`src/rtl/rx_data_capture_pkg.sv`:
```
// Shared constants for the UART receive path: FSM state encodings, default frame width, parity types.
package rx_data_capture_pkg;

    localparam int RX_DEFAULT_DATA_WIDTH = 8;

    localparam int RX_PARITY_EVEN = 0;
    localparam int RX_PARITY_ODD  = 1;

    typedef enum logic [2:0] {
        RX_ST_IDLE   = 3'd0,
        RX_ST_START  = 3'd1,
        RX_ST_DATA   = 3'd2,
        RX_ST_PARITY = 3'd3,
        RX_ST_STOP   = 3'd4
    } rx_state_e;

endpackage

```
`src/rtl/rx_parity_checker.sv`:
```
// Combinational parity check: flags a mismatch between the received parity bit and the data word.
module rx_parity_checker
    import rx_data_capture_pkg::*;
#(
    parameter int DATA_WIDTH = RX_DEFAULT_DATA_WIDTH,
    parameter int PARITY_ODD = RX_PARITY_EVEN
) (
    input  logic [DATA_WIDTH-1:0] data,
    input  logic                  parity_rx,
    output logic                  mismatch
);

    logic expected;

    always_comb begin
        expected = (^data) ^ (PARITY_ODD != 0);
        mismatch = parity_rx ^ expected;
    end

endmodule

```
`src/rtl/rx_data_capture.sv`:
```
// UART Rx datapath: shifts data bits LSB-first, captures parity, presents the byte through a valid/ready holding register.
// Optional build macro RX_OVERRUN_STICKY_EN makes overrun hold until reset instead of pulsing for one cycle.
module rx_data_capture
    import rx_data_capture_pkg::*;
#(
    parameter int INPUT_DATA_WIDTH = RX_DEFAULT_DATA_WIDTH,
    parameter int PARITY_ENABLED   = 1,
    parameter int PARITY_ODD       = RX_PARITY_EVEN
) (
    input  logic                        clk,
    input  logic                        reset,
    input  logic                        serial_in,
    input  logic                        sampling_strobe,
    input  logic                        data_is_available,
    input  logic                        is_parity_stage,
    input  logic                        data_is_valid,
    output logic [INPUT_DATA_WIDTH-1:0] rx_data_out,
    output logic                        rx_valid,
    input  logic                        rx_ready,
    output logic                        parity_error,
    output logic                        overrun
);

    localparam int W     = INPUT_DATA_WIDTH;
    localparam int CNT_W = $clog2(W + 1);
    localparam logic [CNT_W-1:0] CNT_FULL = CNT_W'(W);

    logic [W-1:0]     shift_reg_q, shift_reg_d;
    logic [CNT_W-1:0] bit_cnt_q, bit_cnt_d;
    logic             parity_rx_q, parity_rx_d;
    logic [W-1:0]     rx_data_q, rx_data_d;
    logic             rx_valid_q, rx_valid_d;
    logic             parity_error_q, parity_error_d;
    logic             overrun_q, overrun_d;

    logic mismatch;
    logic frame_done;
    logic can_load;
    logic drop;

    rx_parity_checker #(
        .DATA_WIDTH (W),
        .PARITY_ODD (PARITY_ODD)
    ) u_parity (
        .data      (shift_reg_q),
        .parity_rx (parity_rx_q),
        .mismatch  (mismatch)
    );

    always_comb begin
        shift_reg_d    = shift_reg_q;
        bit_cnt_d      = bit_cnt_q;
        parity_rx_d    = parity_rx_q;
        rx_data_d      = rx_data_q;
        rx_valid_d     = rx_valid_q;
        parity_error_d = parity_error_q;

        frame_done = data_is_valid && (bit_cnt_q == CNT_FULL);
        can_load   = !rx_valid_q || rx_ready;
        drop       = frame_done && !can_load;

        if (sampling_strobe && data_is_available) begin
            shift_reg_d = {serial_in, shift_reg_q[W-1:1]};
            if (bit_cnt_q != CNT_FULL) begin
                bit_cnt_d = bit_cnt_q + CNT_W'(1);
            end
        end
        if (sampling_strobe && is_parity_stage) begin
            parity_rx_d = serial_in;
        end

        // Any end-of-frame pulse restarts the frame, including truncated ones.
        if (data_is_valid) begin
            bit_cnt_d   = '0;
            parity_rx_d = 1'b0;
        end

        if (frame_done && can_load) begin
            rx_valid_d     = 1'b1;
            rx_data_d      = shift_reg_q;
            parity_error_d = (PARITY_ENABLED != 0) && mismatch;
        end else if (rx_valid_q && rx_ready) begin
            rx_valid_d = 1'b0;
        end

`ifdef RX_OVERRUN_STICKY_EN
        overrun_d = overrun_q || drop;
`else
        overrun_d = drop;
`endif
    end

    always_ff @(posedge clk) begin
        if (reset) begin
            shift_reg_q    <= '0;
            bit_cnt_q      <= '0;
            parity_rx_q    <= 1'b0;
            rx_data_q      <= '0;
            rx_valid_q     <= 1'b0;
            parity_error_q <= 1'b0;
            overrun_q      <= 1'b0;
        end else begin
            shift_reg_q    <= shift_reg_d;
            bit_cnt_q      <= bit_cnt_d;
            parity_rx_q    <= parity_rx_d;
            rx_data_q      <= rx_data_d;
            rx_valid_q     <= rx_valid_d;
            parity_error_q <= parity_error_d;
            overrun_q      <= overrun_d;
        end
    end

    assign rx_data_out  = rx_data_q;
    assign rx_valid     = rx_valid_q;
    assign parity_error = parity_error_q;
    assign overrun      = overrun_q;

endmodule
```
`config.mk`:
```
export PLATFORM = sky130hd
export DESIGN_NAME = rx_data_capture
export DESIGN_NICKNAME = d
export VERILOG_FILES = /design/src/rtl/rx_data_capture_pkg.sv /design/src/rtl/rx_parity_checker.sv /design/src/rtl/rx_data_capture.sv
export SDC_FILE = /design/constraint.sdc
export NUM_CORES = 1
export LEC_CHECK = 0
export ABC_AREA = 0
export CAP_MARGIN = 10
export CORE_MARGIN = 2
export CORE_UTILIZATION = 45
export CTS_CLUSTER_SIZE = 14
export DETAILED_ROUTE_END_ITERATION = 12
export PLACE_DENSITY = 0.73
export SETUP_SLACK_MARGIN = 0.1
export SLEW_MARGIN = 20
export SYNTH_ARGS = -nofsm -noshare
export SYNTH_HDL_FRONTEND = slang
export SYNTH_SLANG_ARGS = --single-unit
```
`constraint.sdc`:
```
create_clock -name clk -period 1.5 [get_ports clk]
set_input_delay 0.45 -clock clk [delete_from_list [all_inputs] [get_ports clk]]
set_output_delay 0.45 -clock clk [all_outputs]
set_load 0.02 [all_outputs]
```
Word-level counts from Yosys, hierarchy flattened
Index checks and enable logic that the tools add are counted.

cells by class
  shifts and indexed selects = 0
  bitwise gates (word level) = 1
  $add $sub $neg = 1
  $mul = 0
  multiplexer cells = 2
  equality and inequality tests = 2
  reduce and logical (&&, ||, !) cells = 13
  div/mod/pow operators = 0
  order comparisons = 0

operator list
  operator               count
  $reduce_xor A8 Y1      1
  $logic_and A1 B1 Y1    6
  $add A4 B1 Y4 const B  1
  $eq A4 B4 Y1 const B   1
  $ne A4 B4 Y1 const B   1
  $logic_not A1 Y1       2
  $mux W1                2
  $reduce_and A2 Y1      1
  $reduce_bool A2 Y1     1
  $reduce_or A2 Y1       1
  $logic_or A1 B1 Y1     1
  $xor A1 B1 Y1          1

word-level totals
  memories = 0
  RAM bits = 0
  memory bits (read-only) = 0
  flip-flop bits (word level) = 24
  latch bits = 0
  word-level logic and storage cells = 26
  bits of input ports = 8
  output and inout bits = 11

Logic depth before layout (Yosys ltp)
  word-level depth = 4
  depth in mapped cells = 6
  gate-level depth less buffers = 6

Hierarchy
From an unflattened synthesis, not the netlist that was laid out.

second synthesis, totals
  cells, all modules = 120
  area, all modules = 1082.3 um2

modules (own cells, without submodules)
  module             area an instance (um2)  cells each  instances  seq. area each (um2)
  rx_data_capture    999.7                   113         1          480.5
  rx_parity_checker  82.6                    7           1          0.0

Least setup slack after synthesis
Ideal clock, no wire load.

  path kind = reg-to-reg
  start = reg bit_cnt_q[0]
  end = reg parity_error_q (netlist: parity_error)
  arrival time = 1.345 ns
  period minus slack after synthesis = 1.438 ns
  stages on the path, launching flop included = 7
  setup time = 0.093 ns
  path buffers = 0
  data required time = 1.407 ns
  slack = 0.062 ns
  cell sequence = dfxtp_1 -> inv_1 -> ha_1 -> nand4b_4 -> nor2_8 -> or3b_2 -> o311ai_2

on the way
  word-level cells in the longest chain between the ends = 3

ends and longest elaborated chain
  element                 RTL line                text
  start, declared         rx_data_capture.sv:29   logic [CNT_W-1:0] bit_cnt_q, bit_cnt_d;
  start signal, assigned  rx_data_capture.sv:104  bit_cnt_q <= bit_cnt_d;
  $eq A4 B4 Y1            rx_data_capture.sv:58   frame_done = data_is_valid && (bit_cnt_q == CNT_FULL);
  $logic_and A1 B1 Y1     rx_data_capture.sv:58
  $logic_and A1 B1 Y1     rx_data_capture.sv:78   if (frame_done && can_load) begin
  end signal, assigned    rx_data_capture.sv:108  parity_error_q <= parity_error_d;
  end, declared           rx_data_capture.sv:33   logic parity_error_q, parity_error_d;

Every way passes these cells.
A chain may end at the register's enable or synchronous reset.

Worst setup path in the final report
Same ends and word-level chain as after synthesis.

==> results by group <==
CTS
  • Clk sinks: 24
  • Root Driver: clkbuf_4
  • Reg clk slew, reported paths: 140 ps
  • Inserted Clock Buffers: 3
  • Worst-Skew Late Latency: 320 ps
  • Clock buffer depth: 2
  • H-tree Lvls: 1
  • CTS tree: yes
  • Hold Buf Count CTS: 0

Worst setup path
  • Worst path bufs/invs: 1
  • Worst reg2reg path depth: 6
  • Worst Setup Path Type: reg2reg
  • Slowest stage delay, CP: 350 ps
  • Critical path endpoint category: flip-flop
  • Stages on the worst setup path: 6
  • Critical path, cell by cell: inv_2, ha_4, nand4b_4, nor4_1, nand2_1, o311ai_2
  • Critical-path top delay cell: dfxtp_2
  • CP Max Fanout: 4
  • Critical path required time: 1730 ps
  • Top cell family by delay on the critical path: simple AND/OR/NAND/NOR gates
  • Type of origin of the critical path: flip-flop
  • Crit path DAT: 1620 ps

Final layout
  • Footprint of the multi-input gates: 549.3 um2
  • Fill count: 204
  • Final Util: 60.37%
  • Final antenna diode count: 0
  • Final nets: 143
  • Share of cells above drive strength 1: 25.76%
  • Non-Filler Instances: 160
  • Layout area overhead: 29.06%
  • FF/Latch Area: 483.0 um2

Die
  • Die H: 51.72 um
  • Initial Util: 46.77%
  • Core footprint: 2191 um2
  • Top Ports: 19
  • Die Span X: 51.72 um
  • Die area: 2675 um2
  • Number of cell rows: 17

GRT
  • Pin count of the biggest net entering global routing: 16
  • Routing usage on met2: 30.56%
  • Number of global-route vias before repair: 777
  • First-pass GRT wire length: 3422 um
  • Global route hottest layer: met2
  • Routing usage on met3: 5.172%
  • Initial antenna violation count: 0
  • GRT Total Usage: 17.13%
  • Global route overflow: 0
  • Grt met1 use: 20.04%

Placed design
  • DP Cell Count: 154
  • Number of port buffers: 18
  • Post-detail-place hpwl: 1366 um
  • RePlAce Congestion: 0.7185
  • Pre-CTS setup slack: -355.4 ps

Synthesis
  • Post-synthesis sequential area ratio: 46.89%
  • Avg Inst Size Synth: 9.759 um2
  • Syn Nets: 115
  • Yosys cell types: 24
  • Cell area after synthesis: 1025 um2
  • Cells after Synth: 105
  • Synth warnings: 0
  • Synthesis-stage register bit count: 24

Timing
  • Final Cycle Share: 92.30%
  • Fmax: 722.3 MHz
  • RSZ-0062 raised after global routing: yes
  • Hold slack final: 492.7 ps
  • Post-route setup slack: 115.5 ps
  • Final setup viols: 0
  • Worst-Margin Slew: 278.0 ps
  • Normalized max-slew margin: 81.42%
  • Skew final: 9.117 ps
  • Final hold viol count: 0
  • Max-slew violations: 0
  • Period minus WS final: 1385 ps

Route
  • Via count: 831
  • DRT Pass-1 Iters: 5
  • Drt wl/cell: 12.53 um
  • Final ANT Viol Nets: 0
  • Routed WL: 2005 um
  • Drt initial violations: 17
  • Remaining DRCs: 0
  • Via density: 5.194

Power
  • Tot Pwr: 0.001188 W
  • Worst vdd rail ir drop: 0.9179 mV
  • Leakage power: 0.5373 nW
  • PD cells: 897.9 nW/um2

Job
  • Max-cap violation count: 0

Worst hold path
  • Hold Crit Depth: 2
  • Worst hold-check path type: reg2reg

Status
  • Status: finished clean
## state kept, by name, summed over array words and instances (netlist names)
register and flops:
parity_error 1, shift_reg_q 8, rx_data_out 8, bit_cnt_q 4, overrun 1, parity_rx_q 1
rx_valid 1
## cells by family (layout without fill, tap and decap cells)
logic type | count (synthesis) | in the layout | synth area share [%]
and+or+nand+nor | 45 | 46 | 23.08
muxes | 10 | 10 | 9.768
DFF | 24 | 24 | 46.89
buffers and inverters | 6 | 32 | 2.320
AOI/OAI and AO/OA | 10 | 10 | 5.983
xor gates and xnor gates | 8 | 8 | 9.524
adders and majority gates | 2 | 2 | 2.442
## cells in the mapped netlist
library cell / count / area (um2)
dfxtp_1: 24 / 480.5
nand2_1: 21 / 78.83
mux2i_1: 10 / 100.1
a21oi_1: 9 / 45.04
nor2_1: 8 / 30.03
nor3_1: 6 / 30.03
clkbuf_1: 3 / 11.26
xnor2_1: 3 / 26.28
xor2_1: 3 / 26.28
ha_1: 2 / 25.02
inv_1: 2 / 7.510
xnor3_1: 2 / 45.04
and2_1: 1 / 6.260
and2b_1: 1 / 7.510
buf_2: 1 / 5.000
nand2b_1: 1 / 6.260
nand3_1: 1 / 5.000
nand3b_1: 1 / 7.510
nand4_1: 1 / 6.260
nand4b_4: 1 / 23.77
nor2_8: 1 / 20.02
nor4_1: 1 / 6.260
o311ai_2: 1 / 16.27
or3b_2: 1 / 8.760
## through the flow
step / setup TNS [ps] / area [um2]
after global placement: -2865 / 1280
final: 0 / 1323
after global routing: 0 / 1323
after detailed placement: -3612 / 1280
after CTS: 0 / 1378
after floorplan: 0 / 1028
## where the power goes
part	switching [W]	leakage [nW]	internal, W
registers	0.00000350	0.194	0.000641
logic	0.0000380	0.315	0.0000381
clock network	0.000196	0.0279	0.000270
total	0.000238	0.537	0.000950
## worst paths after layout
path,from,endpoint,slack [ps]
min reg2reg,rx_valid,overrun,490
max reg2reg,bit_cnt_q[0],parity_error,120
min,rx_valid,overrun,490
max,bit_cnt_q[0],parity_error,120
## worst register-to-register path, cell delays in order, from the launching register on
cell	delay (ps)
dfxtp_2	350
inv_2	80
ha_4	150
nand4b_4	180
nor4_1	330
nand2_1	130
o311ai_2	90
## layout by cell type (no fill, tap or decap), types with 2 or more instances in the layout
master,netlist,routed
a21oi_1,9,9
clkbuf_4,0,3
dfxtp_1,24,22
nand2_1,21,21
nor3_1,6,6
xor2_1,3,3
buf_4,0,8
xnor2_1,3,3
mux2i_1,10,10
dfxtp_2,0,2
clkdlybuf4s50_1,0,5
nor2_1,8,8
xnor3_1,2,2
buf_2,1,9
clkdlybuf4s15_2,0,2
inv_2,0,2
dlygate4sd2_1,0,2
## layer usage
layer / vias up / part of all wire (%) / routed length (um)
li1: 411 / - / -
met1: 389 / 44 / 883
met2: 29 / 49 / 990
met3: 2 / 5.8 / 117
met4: 0 / 0.65 / 13
met5: - / 0 / 0
## final cells by class
type                    instances  area share, %
inverters                       2         0.5676
repair buffers                 26          14.76
clock inverters                 1          2.271
clock buffers                   3          1.703
multi-input cells              76          41.53
flip-flops and latches         24          36.52
well taps                      28          2.649
## what timing repair did
item / 4_1_cts / 5_1_grt
gates resized for setup: 40 / 11
gates cloned: 1 / 0
endpoints found under the setup margin: 20 / 17
pin swaps: 5 / 3
buffers inserted: 1 / 0
(Power assumes the default switching activity.)
